## config.mk

```make
export PLATFORM = sky130hd
export DESIGN_NAME = fifo_rd_packer
export DESIGN_NICKNAME = d
export VERILOG_FILES = /design/src/rtl/fifo_pkg.sv /design/src/rtl/fifo_rd_packer.sv
export SDC_FILE = /design/constraint.sdc
export NUM_CORES = 1
export LEC_CHECK = 0
export CORE_ASPECT_RATIO = 0.9
export CORE_MARGIN = 3
export CORE_UTILIZATION = 37
export DETAILED_ROUTE_END_ITERATION = 6
export GPL_ROUTABILITY_DRIVEN = 0
export SLEW_MARGIN = 20
export SYNTH_ARGS = -nofsm -noshare
export SYNTH_HDL_FRONTEND = slang
export SYNTH_SLANG_ARGS = --single-unit
export TNS_END_PERCENT = 5
```

## constraint.sdc

```tcl
create_clock -name clk -period 5.18 [get_ports clk]
set_clock_uncertainty 0.1 [all_clocks]
set_input_delay 1.554 -clock clk [delete_from_list [all_inputs] [get_ports clk]]
set_output_delay 1.554 -clock clk [all_outputs]
set_load 0.03 [all_outputs]
```

## src/rtl/fifo_pkg.sv

```systemverilog
// Shared definitions for the 64x8 byte FIFO and its read-side word packer.
package fifo_pkg;
  localparam int FIFO_DW      = 8;
  localparam int FIFO_DEPTH   = 64;
  localparam int PACK_DEFAULT = 4;

  typedef enum logic [1:0] {RUN, FLUSH_WAIT, FLUSH_EMIT} rd_pack_state_t;
endpackage

```

## src/rtl/fifo_rd_packer.sv

```systemverilog
// Drains the byte FIFO and packs bytes little-endian into PACK-lane words,
// with a flush that emits any partial word under a keep mask.
module fifo_rd_packer
  import fifo_pkg::*;
#(
  parameter int DW   = FIFO_DW,
  parameter int PACK = PACK_DEFAULT
)(
  input  logic               clk,
  input  logic               reset_n,
  input  logic               fifo_empty,
  output logic               fifo_rd_en,
  input  logic [DW-1:0]      fifo_data,
  input  logic               flush,
  output logic [DW*PACK-1:0] word_o,
  output logic [PACK-1:0]    word_keep,
  output logic               word_valid,
  input  logic               word_ready,
  output logic               flush_done
);
  localparam int CW = $clog2(PACK+1);
  localparam int WW = DW*PACK;

  rd_pack_state_t             state, state_nx;
  logic [PACK-1:0][DW-1:0]    acc, acc_land;
  logic [CW-1:0]              cnt, cnt_land;
  logic                       pend;
  logic                       out_free, full_move, part_move, flush_fin;
  logic [WW-1:0]              part_word;
  logic [PACK-1:0]            part_keep;

  // cnt + pend counts the byte still in flight so the pipe never over-pops.
  assign fifo_rd_en = reset_n && (state == RUN) && !fifo_empty &&
                      (({1'b0, cnt} + (CW+1)'(pend)) < (CW+1)'(PACK));

  always_comb begin
    acc_land = acc;
    for (int i = 0; i < PACK; i++)
      if (pend && (cnt == CW'(i))) acc_land[i] = fifo_data;
    cnt_land = cnt + CW'(pend);
  end

  assign out_free  = !word_valid || word_ready;
  assign full_move = (cnt_land == CW'(PACK)) && out_free;

  always_comb begin
    part_word = '0;
    part_keep = '0;
    for (int i = 0; i < PACK; i++)
      if (CW'(i) < cnt) begin
        part_word[i*DW +: DW] = acc[i];
        part_keep[i]          = 1'b1;
      end
  end

  always_comb begin
    state_nx  = state;
    part_move = 1'b0;
    flush_fin = 1'b0;
    case (state)
      RUN:        if (flush) state_nx = FLUSH_WAIT;
      // Drain the in-flight byte and any held full word before deciding.
      FLUSH_WAIT: if (!pend && (cnt != CW'(PACK))) begin
                    if (cnt == '0) begin
                      flush_fin = 1'b1;
                      state_nx  = RUN;
                    end else begin
                      state_nx  = FLUSH_EMIT;
                    end
                  end
      FLUSH_EMIT: if (out_free) begin
                    part_move = 1'b1;
                    flush_fin = 1'b1;
                    state_nx  = RUN;
                  end
      default:    state_nx = RUN;
    endcase
  end

  always_ff @(posedge clk or negedge reset_n) begin
    if (!reset_n) begin
      state      <= RUN;
      acc        <= '0;
      cnt        <= '0;
      pend       <= 1'b0;
      word_o     <= '0;
      word_keep  <= '0;
      word_valid <= 1'b0;
      flush_done <= 1'b0;
    end else begin
      state      <= state_nx;
      pend       <= fifo_rd_en;
      acc        <= acc_land;
      flush_done <= flush_fin;
      cnt        <= (full_move || part_move) ? '0 : cnt_land;
      if (full_move) begin
        word_o     <= acc_land;
        word_keep  <= '1;
        word_valid <= 1'b1;
      end else if (part_move) begin
        word_o     <= part_word;
        word_keep  <= part_keep;
        word_valid <= 1'b1;
      end else if (word_ready) begin
        word_valid <= 1'b0;
      end
    end
  end
endmodule

```

* After elaboration in Yosys (flattened, before gate mapping) *
Index checks and enable logic that the tools add are counted.
W data, S select, Z words.

storage, ports and cells
  register bits = 76
  word-level logic and storage cells = 77
  input bits = 13
  output and inout bits = 39

operators by class
  reduce and logical (&&, ||, !) cells = 19
  multiplexer cells = 30
  add/subtract/negate cells = 2
  equality and inequality tests = 10
  order comparisons = 5

operators with widths
  cell                  count
  $mux W32              2
  $mux W8               8
  $mux W1               11
  $logic_and A1 B1 Y1   9
  $mux W2               4
  $mux W4               2
  $eq A3 B2 Y1 const B  2
  $lt A1 B3 Y1 const A  2
  $lt A2 B3 Y1 const A  2
  $ne A2 B2 Y1 const B  3
  $pmux W2 S3           1
  $add A3 B1 Y4         1
  $lt A4 B3 Y1 const B  1
  $add A3 B1 Y3         1
  $eq A3 B1 Y1 const B  1
  $eq A3 B3 Y1 const B  1
  $logic_not A1 Y1      3
  $logic_not A3 Y1      1
  $mux W3               1
  $ne A3 B3 Y1 const B  1
  $reduce_and A3 Y1     1
  $reduce_bool A3 Y1    1
  $eq A2 B1 Y1 const B  1
  $eq A2 B2 Y1 const B  1
  other kinds (4)       5

* Depth between registers and ports, before layout *
Gate-level depths: netlist of run 1.

  word-level depth = 6
  depth in mapped cells = 8
  mapped depth without buffers = 6

* Least setup slack after synthesis of run 1 *
Ideal clock, no wire load.

  path type = in2out
  start = input fifo_empty
  end = output fifo_rd_en
  data required time = 3526 ps
  arrival time = 1978 ps
  cell stages on the path = 1
  setup slack = 1548 ps
  path buffers = 0
  cells stage by stage = and4b_1

between the ends
  cells in the longest elaborated chain, start to end = 3

ends and longest elaborated chain
  item                              RTL line              source
  start: declaration                fifo_rd_packer.sv:11  input logic fifo_empty,
  $logic_not A1 Y1                  fifo_rd_packer.sv:33  assign fifo_rd_en = reset_n && (state == RUN) && !fifo_empty &&
  $logic_and A1 B1 Y1 (2 in a row)  fifo_rd_packer.sv:33
  end: declaration                  fifo_rd_packer.sv:12  output logic fifo_rd_en,

Every way passes these cells.

* Final worst setup path of run 1 *
Same ends and word-level chain as after synthesis.

==> flow_summary.toml, run 1 <==
[placed_design]
port_buffers = 51
post_dp_cell_area_um2 = 3920
dp_hpwl_um = 5080

[hold_path]
min-delay-start = "word_keep[3]$_DFFE_PN0P_"
worstHoldEndpoint = "word_keep[3]$_DFFE_PN0P_"
min_path_type = "register to register"
hold_path_depth = 2

[timing]
drv_slew = 0
finalSetupViolations = 0
relSlewSlack_pct = 31.0
fmax_ghz = 0.221
rsz0062_at_grt = "no"
finalSetupTns_ps = 0
tightest_slew_ps = 1030
finalHoldViolCount = 0
finalCriticalPeriod_ps = 4520
whs_ps = 401
finalCritPeriodShare_pct = 87.3

[critical_path]
critPathMostFrequentCell = "clkdlybuf4s50_1"
rr_worst_depth = 5
required_ps = 3530
cp-end-kind = "output port"
path_cells = "clkdlybuf4s50_1 > and4b_1 > clkdlybuf4s50_1"
critPathLaunchType = "primary input"
cp.arrival_ps = 2870
cp_slowest_cell = "clkdlybuf4s50_1"
setup.worst_path.class = "primary input to output port"
reg2reg_slack_ps = 2690
crit_path_max_incr_delay_ps = 670
critical_path.max_fanout = 2
rr_startpoint = "cnt[0]$_DFF_PN0_"
reg2reg_to = "word_keep[1]$_DFFE_PN0P_"

[finish]
final_cell_mix = "dfrtp_1, clkdlybuf4s50_1, nor2_1"
n_antenna_cell = 0
layout_commonest_cell = "dfrtp_1"
final_cell_area_um2 = 4140
fillers = 849
fin_nets = 359
areaGrowthSynthToFinish_pct = 22.9
drive_gt1_share_pct = 17.7

[global_route]
grt-ovfl-total = 0
grt.total_usage_pct = 16.9
antenna_found_initial = 0
grt_pass1_vias = 2451
grt_start_max_net_pins = 75
grt_pass1_wl_um = 13200

[drt]
drtPass1Iterations = 4
postRouteAntennaNets = 0
vias_per_cell = 5.23
vias = 2429
route.detailed.wl_per_inst_um = 17.6
routed_wl_um = 8190
drc_errors = 0
drt-initial-drc-count = 157

[pwr]
p_leak_nw = 1.79
p_per_area_nw_per_um2 = 640
ir_drop_v = 0.000312

[logic_synthesis]
synth_area_um2 = 3370
ys_types = 35
yosysSeqAreaShare_pct = 56.5
syn_avg_cell_area_um2 = 11.5
synthCells = 293
ys_ff_latch = 76
yosys_warnings = 0
syn_nets = 312

[cts]
ctsHoldBuffers = 0
post_cts_resized = 0
cts_root_buf = "clkbuf_8"
clkTransAtPathRegs_ps = 80
numCtsBuffers = 9
clock_latency_ps = 350
post_cts_buffers = 0
cts.htree.levels = 3
cts_tree = "done"
cts_buffer_depth = 2
clkSinkCount = 76

[flow_run]
cap_violations = 0

[die]
die_w_um = 107
die_h_um = 96.5
core_um2 = 8730
row_count = 32
start_util_pct = 38.6
io_pins = 52
die_area_um2 = 10300

[outcome]
outcome = "finished, final reports clean"
==> cell type report <==
type                            count  area [µm²]  area share, %
Clock buffer                       11         141           3.42
Clock inverter                      5        75.1           1.82
Inverter                            4        15.0          0.363
Multi-Input combinational cell    193        1310           31.6
Sequential cell                    76        1900           46.0
Tap cell                          119         149           3.60
Timing Repair Buffer               56         546           13.2
==> power by group <==
part	total (mW)	leakage (nW)	switching (mW)	internal (mW)
combinational	1.11	0.717	0.622	0.492
clock	0.498	0.113	0.215	0.282
sequential	1.04	0.959	0.179	0.856
total	2.65	1.79	1.02	1.63
==> cell families after synthesis <==
group,share of synthesized area [%]
adders and majority gates,2.23
xor gates and xnor gates,0.260
and+or+nand+nor,16.3
muxes,11.0
buffers and inverters,4.65
DFF,56.5
AOI/OAI and AO/OA,9.00
==> metrics by stage <==
step | cells | power (mW) | utilization [%] | worst slack [ps]
global placement | 448 | 2.13 | 44.9 | 654
finish | 464 | 2.65 | 47.4 | 658
CTS | 464 | 2.67 | 47.4 | 651
detailed placement | 448 | 2.16 | 44.9 | 646
floorplan | 293 | 1.78 | - | 1550
global route | 464 | 2.82 | 47.4 | 597
==> state kept, by name (all words and copies together) (netlist names) <==
signal / cells
cnt: 3
word_keep: 4
pend: 1
acc: 32
word_valid: 1
state: 2
flush_done: 1
word_o: 32
==> metal layers <==
metal,wire length (µm),vias to the layer above,global-route usage (%),share of wire [%]
met5,0,-,0,0
met4,44,0,3.51,0.54
met3,526,7,4.85,6.4
met2,3700,72,25.7,45
met1,3920,1219,24.3,48
li1,-,1131,-,-
==> Yosys cell counts (all sizes together) <==
| cell type | number | area [µm²] |
|---|---|---|
| buf | 15 | 123 |
| or4 | 1 | 11.3 |
| nor2 | 50 | 190 |
| nand3 | 19 | 95.1 |
| xnor2 | 1 | 8.76 |
| nor3 | 5 | 30.0 |
| o211ai | 1 | 7.51 |
| ha | 6 | 75.1 |
| nor4 | 1 | 21.3 |
| mux2 | 33 | 372 |
| a31oi | 16 | 100 |
| a21boi | 1 | 7.51 |
| clkbuf | 5 | 18.8 |
| a221oi | 16 | 140 |
| nand2b | 1 | 6.26 |
| nor2b | 1 | 13.8 |
| a222oi | 1 | 10.0 |
| nor4b | 1 | 23.8 |
| and4b | 1 | 10.0 |
| o21ai | 2 | 10.0 |
| o31ai | 1 | 7.51 |
| nand4b | 1 | 8.76 |
| nand3b | 1 | 7.51 |
| a21oi | 4 | 20.0 |
| nor4bb | 2 | 20.0 |
| and2 | 3 | 18.8 |
| inv | 4 | 15.0 |
| or2 | 1 | 6.26 |
| nand2 | 23 | 86.3 |
| dfrtp | 76 | 1900 |
==> worst max-delay path: cells and delay by family <==
family,cells,cell delay [ps]
buffers and inverters,2,1060
AND/OR/NAND/NOR,1,250
==> how the worst max path moves through the flow <==
stage / startpoint / end / slack, ps / depth (start not counted)
6_report: fifo_empty / fifo_rd_en / 660 / 3
3_3_place_gp: fifo_empty / fifo_rd_en / 650 / 3
2_1_floorplan: fifo_empty / fifo_rd_en / 1550 / 1
3_5_place_dp: fifo_empty / fifo_rd_en / 650 / 3
5_1_grt: fifo_empty / fifo_rd_en / 600 / 3
4_1_cts: fifo_empty / fifo_rd_en / 650 / 3
(Power assumes the default switching activity.)
==> run 2, diff against run 1 <==
==> constraint.sdc (replaced) <==
create_clock -name clk -period 5.1 [get_ports clk]
set_clock_uncertainty 0.1 [all_clocks]
set_input_delay 1.53 -clock clk [delete_from_list [all_inputs] [get_ports clk]]
set_output_delay 1.53 -clock clk [all_outputs]
set_load 0.03 [all_outputs]
==> run 2 against run 1 <==
Sequential cell count is the same. Final area grew 0.82%. Largest power group unchanged. Worst setup slack lost 31 ps. Largest cell class unchanged. Die area is the same. Highest routed layer unchanged. Clock power grew 15%. Critical path type unchanged.
==> flow_summary.toml, run 2 (synthesis results as in run 1) <==
[finish]
stdcell_count = 464
areaGrowthSynthToFinish_pct = 23.9
reg.largest.list = "acc (32), word_o (32), word_keep (4)"
final_core_util_pct = 47.8
drive_gt1_share_pct = 17.7
layout_commonest_cell = "dfrtp_1"
fin_nets = 359
final_cell_mix = "dfrtp_1, clkdlybuf4s50_1, nor2_1"
n_antenna_cell = 0

[critical_path]
rr_startpoint = "cnt[0]$_DFF_PN0_"
cp-end-kind = "output port"
cp.arrival_ps = 2840
reg2reg_to = "word_keep[1]$_DFFE_PN0P_"
required_ps = 3470
setup.worst_path.class = "primary input to output port"
critical_path.max_fanout = 2
critPathLaunchType = "primary input"
reg2reg_slack_ps = 2600
rr_worst_depth = 5

[cts]
clkSinkCount = 76
cts_tree = "done"
clock_latency_ps = 350
cts.htree.levels = 3
post_cts_buffers = 0
ctsHoldBuffers = 0
post_cts_resized = 0
numCtsBuffers = 9
cts_root_buf = "clkbuf_8"
cts_buffer_depth = 2
clkTransAtPathRegs_ps = 80

[die]
core_um2 = 8730
io_pins = 52
row_count = 32
die_area_um2 = 10300
die_w_um = 107
start_util_pct = 38.6
die_h_um = 96.5

[flow_run]
cap_violations = 0

[timing]
finalSetupViolations = 0
fmax_ghz = 0.224
relSlewSlack_pct = 31.3
drv_slew = 0
worst_slack_ps = 627
rsz0062_at_grt = "no"
finalSetupTns_ps = 0
finalHoldViolCount = 0
tightest_slew_ps = 1020
finalCriticalPeriod_ps = 4470
finalCritPeriodShare_pct = 87.7

[global_route]
grt_pass1_wl_um = 13000
antenna_found_initial = 0
grt.total_usage_pct = 16.6
grt_pass1_vias = 2500
grt_start_max_net_pins = 75
grt-ovfl-total = 0

[drt]
postRouteAntennaNets = 0
drc_errors = 0
drt-initial-drc-count = 141
routed_wl_um = 8080
vias = 2450
drtPass1Iterations = 4
route.detailed.wl_per_inst_um = 17.4
vias_per_cell = 5.28

[placed_design]
dp_hpwl_um = 5050
pre_cts_slack_ps = 616
port_buffers = 51
placed_cells = 448

[hold_path]
min-delay-start = "word_keep[3]$_DFFE_PN0P_"
min_path_type = "register to register"
hold_path_depth = 2
worstHoldEndpoint = "word_keep[3]$_DFFE_PN0P_"

[pwr]
ir_drop_v = 0.000279
p_leak_nw = 1.80
p_per_area_nw_per_um2 = 659

[outcome]
outcome = "finished, final reports clean"
==> run 2: through the flow <==
step	power (mW)	instance area [µm²]	hold slack, ps
floorplan	1.81	3370	397
global placement	2.16	3920	380
detailed placement	2.20	3920	382
CTS	2.77	4170	403
global route	2.93	4170	432
finish	2.75	4170	400
==> run 2: cell type report <==
type	instances	area (µm²)
well taps	119	149
repair buffers	56	546
fillers	834	4560
inverters	4	15.0
flip-flops and latches	76	1900
clock inverters	4	95.1
multi-input cells	193	1310
clock buffers	12	155
==> run 2: critical path, cell delays in order <==
cell             delay [ps]
clkdlybuf4s50_1         390
and4b_1                 250
clkdlybuf4s50_1         670
==> run 2: power breakdown <==
| group | switching, mW | internal, mW |
|---|---|---|
| Combinational | 0.626 | 0.500 |
| Clock | 0.219 | 0.351 |
| Sequential | 0.182 | 0.869 |
==> run 2: metal layers <==
layer	part of all wire (%)	GRT usage [%]	wire length (µm)
met5	0	0	0
met3	5.4	4.12	436
met4	2.2	6.07	175
met2	43	24.7	3500
met1	49	23.6	3970
==> run 2: worst max path at each step <==
stage	start	end	slack (ps)
3_5_place_dp	fifo_empty	fifo_rd_en	620
2_1_floorplan	fifo_empty	fifo_rd_en	1520
5_1_grt	fifo_empty	fifo_rd_en	570
6_report	fifo_empty	fifo_rd_en	630
4_1_cts	fifo_empty	fifo_rd_en	610
3_3_place_gp	fifo_empty	fifo_rd_en	620
